### src/rtl/bcd_to_binary_pkg.sv
// Shared types and constants for the BCD-to-binary converter.
// Holds the FSM state encoding, default sizes and the counter-width helper.
package bcd_to_binary_pkg;

    typedef enum logic [1:0] {
        ST_IDLE  = 2'd0,
        ST_SHIFT = 2'd1,
        ST_DONE  = 2'd2
    } state_e;

    localparam int DIGITS_DEF = 6;
    localparam int BIN_W_DEF  = 20;

    function automatic int clog2_f(input int value);
        int width;
        width = 0;
        while ((1 << width) < value) begin
            width++;
        end
        return width;
    endfunction

endpackage

### src/rtl/bcd_to_binary_if.sv
// Start/done request bus between a BCD time source and the binary converter.
// The master drives the request and the slave returns status and result.
interface bcd_to_binary_if
    import bcd_to_binary_pkg::*;
#(
    parameter int DIGITS = DIGITS_DEF,
    parameter int BIN_W  = BIN_W_DEF
);

    logic                  start;
    logic [4*DIGITS-1:0]   bcd_in;
    logic                  busy;
    logic                  done;
    logic                  err;
    logic [BIN_W-1:0]      bin_out;

    modport master (
        output start, bcd_in,
        input  busy, done, err, bin_out
    );

    modport slave (
        input  start, bcd_in,
        output busy, done, err, bin_out
    );

endinterface

### src/rtl/bcd_digit_adjust.sv
// One BCD digit step of reverse double-dabble: digits of 8 or more lose 3.
// Purely combinational; inputs in that range are 8..15 so there is no underflow.
module bcd_digit_adjust (
    input  logic [3:0] digit_in,
    output logic [3:0] digit_out
);

    always_comb begin
        digit_out = digit_in;
        if (digit_in[3]) begin
            digit_out = digit_in - 4'd3;
        end
    end

endmodule

### src/rtl/bcd_to_binary.sv
// Reverse double-dabble BCD-to-binary converter, one shift per clock.
// Result is ready BIN_W+1 edges after the accept edge; new starts are ignored while busy.
module bcd_to_binary
    import bcd_to_binary_pkg::*;
#(
    parameter int DIGITS = DIGITS_DEF,
    parameter int BIN_W  = BIN_W_DEF
) (
    input  logic                 clock50M,
    input  logic                 reset_n,
    bcd_to_binary_if.slave       bus
);

    localparam int BCD_W = 4 * DIGITS;
    localparam int CNT_W = clog2_f(BIN_W + 1);
    localparam logic [CNT_W-1:0] CNT_LAST = CNT_W'(BIN_W - 1);

    state_e               state_q, state_d;
    logic [BCD_W-1:0]     bcd_q, bcd_d;
    logic [BIN_W-1:0]     bin_q, bin_d;
    logic [CNT_W-1:0]     cnt_q, cnt_d;
    logic [BIN_W-1:0]     bin_out_q, bin_out_d;
    logic                 err_q, err_d;

    logic [BCD_W+BIN_W-1:0] shifted;
    logic [BCD_W-1:0]       bcd_adj;
    logic                   bcd_in_ok;

    assign shifted = {bcd_q, bin_q} >> 1;

    for (genvar g = 0; g < DIGITS; g++) begin : g_adj
        bcd_digit_adjust u_adj (
            .digit_in  (shifted[BIN_W + 4*g +: 4]),
            .digit_out (bcd_adj[4*g +: 4])
        );
    end

    always_comb begin
        bcd_in_ok = 1'b1;
        for (int i = 0; i < DIGITS; i++) begin
            if (bus.bcd_in[4*i +: 4] > 4'd9) begin
                bcd_in_ok = 1'b0;
            end
        end
    end

    always_ff @(posedge clock50M or negedge reset_n) begin
        if (!reset_n) begin
            state_q   <= ST_IDLE;
            bcd_q     <= '0;
            bin_q     <= '0;
            cnt_q     <= '0;
            bin_out_q <= '0;
            err_q     <= 1'b0;
        end else begin
            state_q   <= state_d;
            bcd_q     <= bcd_d;
            bin_q     <= bin_d;
            cnt_q     <= cnt_d;
            bin_out_q <= bin_out_d;
            err_q     <= err_d;
        end
    end

    always_comb begin
        state_d   = state_q;
        bcd_d     = bcd_q;
        bin_d     = bin_q;
        cnt_d     = cnt_q;
        bin_out_d = bin_out_q;
        err_d     = err_q;
        case (state_q)
            ST_IDLE: begin
                if (bus.start) begin
                    if (bcd_in_ok) begin
                        bcd_d   = bus.bcd_in;
                        bin_d   = '0;
                        cnt_d   = '0;
                        state_d = ST_SHIFT;
                    end else begin
                        // Malformed input skips the datapath and reports straight away.
                        err_d     = 1'b1;
                        bin_out_d = '0;
                        state_d   = ST_DONE;
                    end
                end
            end
            ST_SHIFT: begin
                bcd_d = bcd_adj;
                bin_d = shifted[BIN_W-1:0];
                cnt_d = cnt_q + CNT_W'(1);
                if (cnt_q == CNT_LAST) begin
                    bin_out_d = shifted[BIN_W-1:0];
                    state_d   = ST_DONE;
                end
            end
            ST_DONE: begin
                err_d   = 1'b0;
                state_d = ST_IDLE;
            end
            default: begin
                state_d = ST_IDLE;
            end
        endcase
    end

    always_comb begin
        bus.busy    = (state_q == ST_SHIFT);
        bus.done    = (state_q == ST_DONE);
        bus.err     = err_q;
        bus.bin_out = bin_out_q;
    end

endmodule

### src/flat_wrapper.sv
// flat-port wrapper written by rule: the top's interface ports become plain ports
module bcd_to_binary_flat import bcd_to_binary_pkg::*;
#(
    parameter int DIGITS = DIGITS_DEF,
    parameter int BIN_W  = BIN_W_DEF
)
  (clock50M, reset_n, bus_start, bus_bcd_in, bus_busy, bus_done, bus_err, bus_bin_out);
  bcd_to_binary_if #(.DIGITS(DIGITS), .BIN_W(BIN_W)) bus_i ();
  input  logic clock50M;
  input  logic reset_n;
  input wire logic [$bits(bus_i.start)-1:0] bus_start;
  input wire logic [$bits(bus_i.bcd_in)-1:0] bus_bcd_in;
  output wire logic [$bits(bus_i.busy)-1:0] bus_busy;
  output wire logic [$bits(bus_i.done)-1:0] bus_done;
  output wire logic [$bits(bus_i.err)-1:0] bus_err;
  output wire logic [$bits(bus_i.bin_out)-1:0] bus_bin_out;
  assign bus_i.start = bus_start;
  assign bus_i.bcd_in = bus_bcd_in;
  assign bus_busy = bus_i.busy;
  assign bus_done = bus_i.done;
  assign bus_err = bus_i.err;
  assign bus_bin_out = bus_i.bin_out;
  bcd_to_binary #(.DIGITS(DIGITS), .BIN_W(BIN_W)) u_core (.clock50M(clock50M), .reset_n(reset_n), .bus(bus_i));
endmodule
### config.mk
export PLATFORM = sky130hd
export DESIGN_NAME = bcd_to_binary_flat
export DESIGN_NICKNAME = d
export VERILOG_FILES = /design/src/rtl/bcd_to_binary_pkg.sv /design/src/rtl/bcd_to_binary_if.sv /design/src/rtl/bcd_digit_adjust.sv /design/src/rtl/bcd_to_binary.sv /design/src/flat_wrapper.sv
export SDC_FILE = /design/constraint.sdc
export NUM_CORES = 1
export LEC_CHECK = 0
export CAP_MARGIN = 30
export CORE_UTILIZATION = 45
export CTS_CLUSTER_DIAMETER = 40
export DETAILED_ROUTE_END_ITERATION = 16
export GPL_ROUTABILITY_DRIVEN = 0
export PLACE_DENSITY = 0.8
export SETUP_SLACK_MARGIN = 0.3
export SYNTH_ARGS = -nofsm -noshare
export SYNTH_HDL_FRONTEND = slang
export SYNTH_SLANG_ARGS = --single-unit
### constraint.sdc
create_clock -name clock50M -period 2.33 [get_ports clock50M]
set_clock_uncertainty 0.2 [all_clocks]
set_input_delay 0.233 -clock clock50M [delete_from_list [all_inputs] [get_ports clock50M]]
set_output_delay 0.233 -clock clock50M [all_outputs]
set_load 0.01 [all_outputs]
==> summary.txt <==
Die
  – Core ar.: 0.00687 sq mm
  – Initial Util: 47.3%
  – Total die area: 0.00756 sq mm
  – Die height: 86.9 um
  – Io pins: 50
  – Row count: 30
  – Die span in x: 86.9 um

Placed design
  – Port-buffer cells: 49
  – Area post-placement: 0.00392 sq mm
  – Post-place setup slack: -78.7 ps
  – Hpwl dp: 4.81 mm

Synthesis
  – YS warnings: 0
  – Sequential area share after synthesis: 54.7%
  – Seq cells post-synth: 71
  – Cells after Synth: 279
  – Post-synth EDFFs: 0
  – Syn_nets: 312
  – Most used DFF post-synth: dfrtp_1
  – Cell variety after synth: 34
  – Post-synthesis cell area: 0.00325 sq mm
  – FFs w/ async S/R, synth: 100%
  – Mean Syn Cell Area: 11.6 sq um

Detailed routing
  – Drt drc: 0
  – DR pass1 iterations: 4
  – Antenna-violating nets left: 0
  – DRT iter0 DRCs: 143
  – Wire length per cell: 16.5 um
  – DR vias/cell: 5.67
  – Final WL: 7.25 mm
  – Detailed-route via count: 2489

Power and ir drop
  – Lkg Pwr: 0.00193 uW
  – Worst ir drop on vdd: 483 uV
  – Pwr/cell area: 967 mW/mm^2

Worst setup path
  – CP cell instances: inv_1 -> nor2_2 -> clkdlybuf4s50_1
  – FF-to-FF Start: u_core.cnt_q[0]
  – Crit start category: flip-flop
  – Critical Path RT: 1900 ps
  – Bufs and invs on worst path: 2
  – CP max-delay cell: clkdlybuf4s50_1
  – Crit-path max FO: 3
  – Setup CP Type: flip-flop to output pin
  – Critical Path End Type: output pin
  – Crit-path leading delay family: buffers and inverters
  – Critical path origin: u_core.state_q[1]
  – CP arrival: 1530 ps
  – Worst path max stage delay: 550 ps

CTS
  – TritonCTS clock tree: built
  – Clk sinks: 71
  – Htree depth: 3
  – CTS buffer count: 9
  – Clock Path Buffers: 2
  – Latest clock arrival within the worst-skew pair: 350 ps
  – CTS clk-pin slew, worst paths: 70 ps
  – CTS Root Cell: clkbuf_8

Finish
  – Area growth syn-to-layout: 29.1%
  – Most frequent cells in the layout: dfrtp_1, clkdlybuf4s50_1, a22o_1
  – N_diodes: 0
  – Final non-filler cell area: 0.00419 sq mm
  – Nets: 372
  – Post-layout util: 61.0%
  – Most common cell after layout, fill and taps aside: dfrtp_1
  – Layout cells sized above 1: 15.2%

Global routing
  – Total grt overflow: 0
  – Vias in the first global route: 2519
  – Initial antenna violation count: 0
  – Global-route wire length before repair: 12.0 mm
  – Pin count of the biggest net entering global routing: 42
  – GRT Overall Usage: 21.1%

Timing
  – Final WS setup: 366 ps
  – Fin. Hold Viols: 0
  – RSZ-0062 raised after global routing: no
  – Final period utilization: 84.3%
  – Slew Viols, Final: 0
  – Least-Margin Pin Slew: 450 ps
  – Tmin final: 1960 ps
  – Worst slew margin: 70.0%
  – Hold slack: 148 ps
  – # setup viols final: 0
  – Max Fclk: 0.509 GHz
  – Final TNS setup: 0 ps

Worst hold path
  – Hold WC Path Type: primary input to asynchronous set/reset pin

Flow run
  – Max Cap Viol: 0

Status
  – Status: finished clean
[synth_stat cells (2+ instances only)]
| library cell | instances | area, sq um |
|---|---|---|
| o21ai_1 | 4 | 20.0 |
| ha_1 | 6 | 75.1 |
| a32oi_1 | 5 | 43.8 |
| a22o_1 | 43 | 377 |
| inv_1 | 6 | 22.5 |
| buf_6 | 2 | 22.5 |
| nor2_1 | 4 | 15.0 |
| a31oi_1 | 5 | 31.3 |
| mux2i_1 | 5 | 50.1 |
| a21o_1 | 3 | 22.5 |
| nand2_1 | 33 | 124 |
| xnor2_1 | 10 | 87.6 |
| a21oi_1 | 4 | 20.0 |
| nor2b_1 | 6 | 37.5 |
| nand3_1 | 4 | 20.0 |
| mux2_1 | 11 | 124 |
| buf_2 | 7 | 35.0 |
| dfrtp_1 | 71 | 1780 |
| mux2_2 | 7 | 78.8 |
| o21ai_0 | 19 | 95.1 |
| nor3_1 | 3 | 15.0 |
| clkbuf_1 | 9 | 33.8 |
[report_power, final]
part	internal [uW]	switching, uW
clock network	483	461
registers	1620	426
logic	641	422
[layer usage]
layer / vias up / wire length [um] / GRT usage (%)
met2: 59 / 3620 / 33.9
met5: - / 0 / 0
met1: 1262 / 3190 / 26.5
met3: 13 / 301 / 4.27
met4: 0 / 139 / 12.3
li1: 1155 / - / -
[area by class of cell]
type / count / area (sq um)
fillers: 540 / 2680
inverters: 7 / 26.3
clock inverters: 6 / 62.6
clock buffers: 9 / 124
flip-flops and latches: 71 / 1780
repair buffers: 67 / 676
well taps: 96 / 120
multi-input cells: 183 / 1410
[stage by stage]
stage,instances,power [uW]
floorplan,279,2700
global placement,420,2980
detailed placement,420,3070
CTS,438,4070
global route,439,4300
finish,439,4060
[cells by family after synthesis]
kind of cell	Yosys count	synth area share (%)
XOR/XNOR	10	2.70
buffers and inverters	25	3.62
multiplexers	23	7.78
flip-flops	71	54.7
adder cells (fa/ha/maj)	6	2.31
AO/OA/AOI/OAI	88	20.8
AND/OR/NAND/NOR	56	8.09
[worst paths after layout]
path / end / slack [ps] / cells past startpoint
min in group clock50M: u_core.bcd_q[11] / 300 / 3
setup / recovery: bus_done / 370 / 3
hold / removal: u_core.bcd_q[10] / 150 / 2
max in group asynchronous: u_core.bin_q[15] / 1210 / 3
setup reg to reg: u_core.bus.bin_out[12] / 420 / 6
hold reg to reg: u_core.bus.bin_out[7] / 300 / 1
[what timing repair did]
action,4_1_cts,5_1_grt
setup endpoints to repair,24,26
setup buffers,2,1
gates resized for setup,7,4
hold buffers,1,0
pin swaps,1,0
endpoints found under the hold margin,16,0
[sequential cells by signal, summed over array words and instances, names as in the netlist]
| name | flops |
|---|---|
| u_core.cnt_q | 5 |
| u_core.bus.bin_out | 20 |
| u_core.bin_q | 19 |
| u_core.bus.err | 1 |
| u_core.bcd_q | 24 |
| u_core.state_q | 2 |
(Power assumes the default switching activity.)
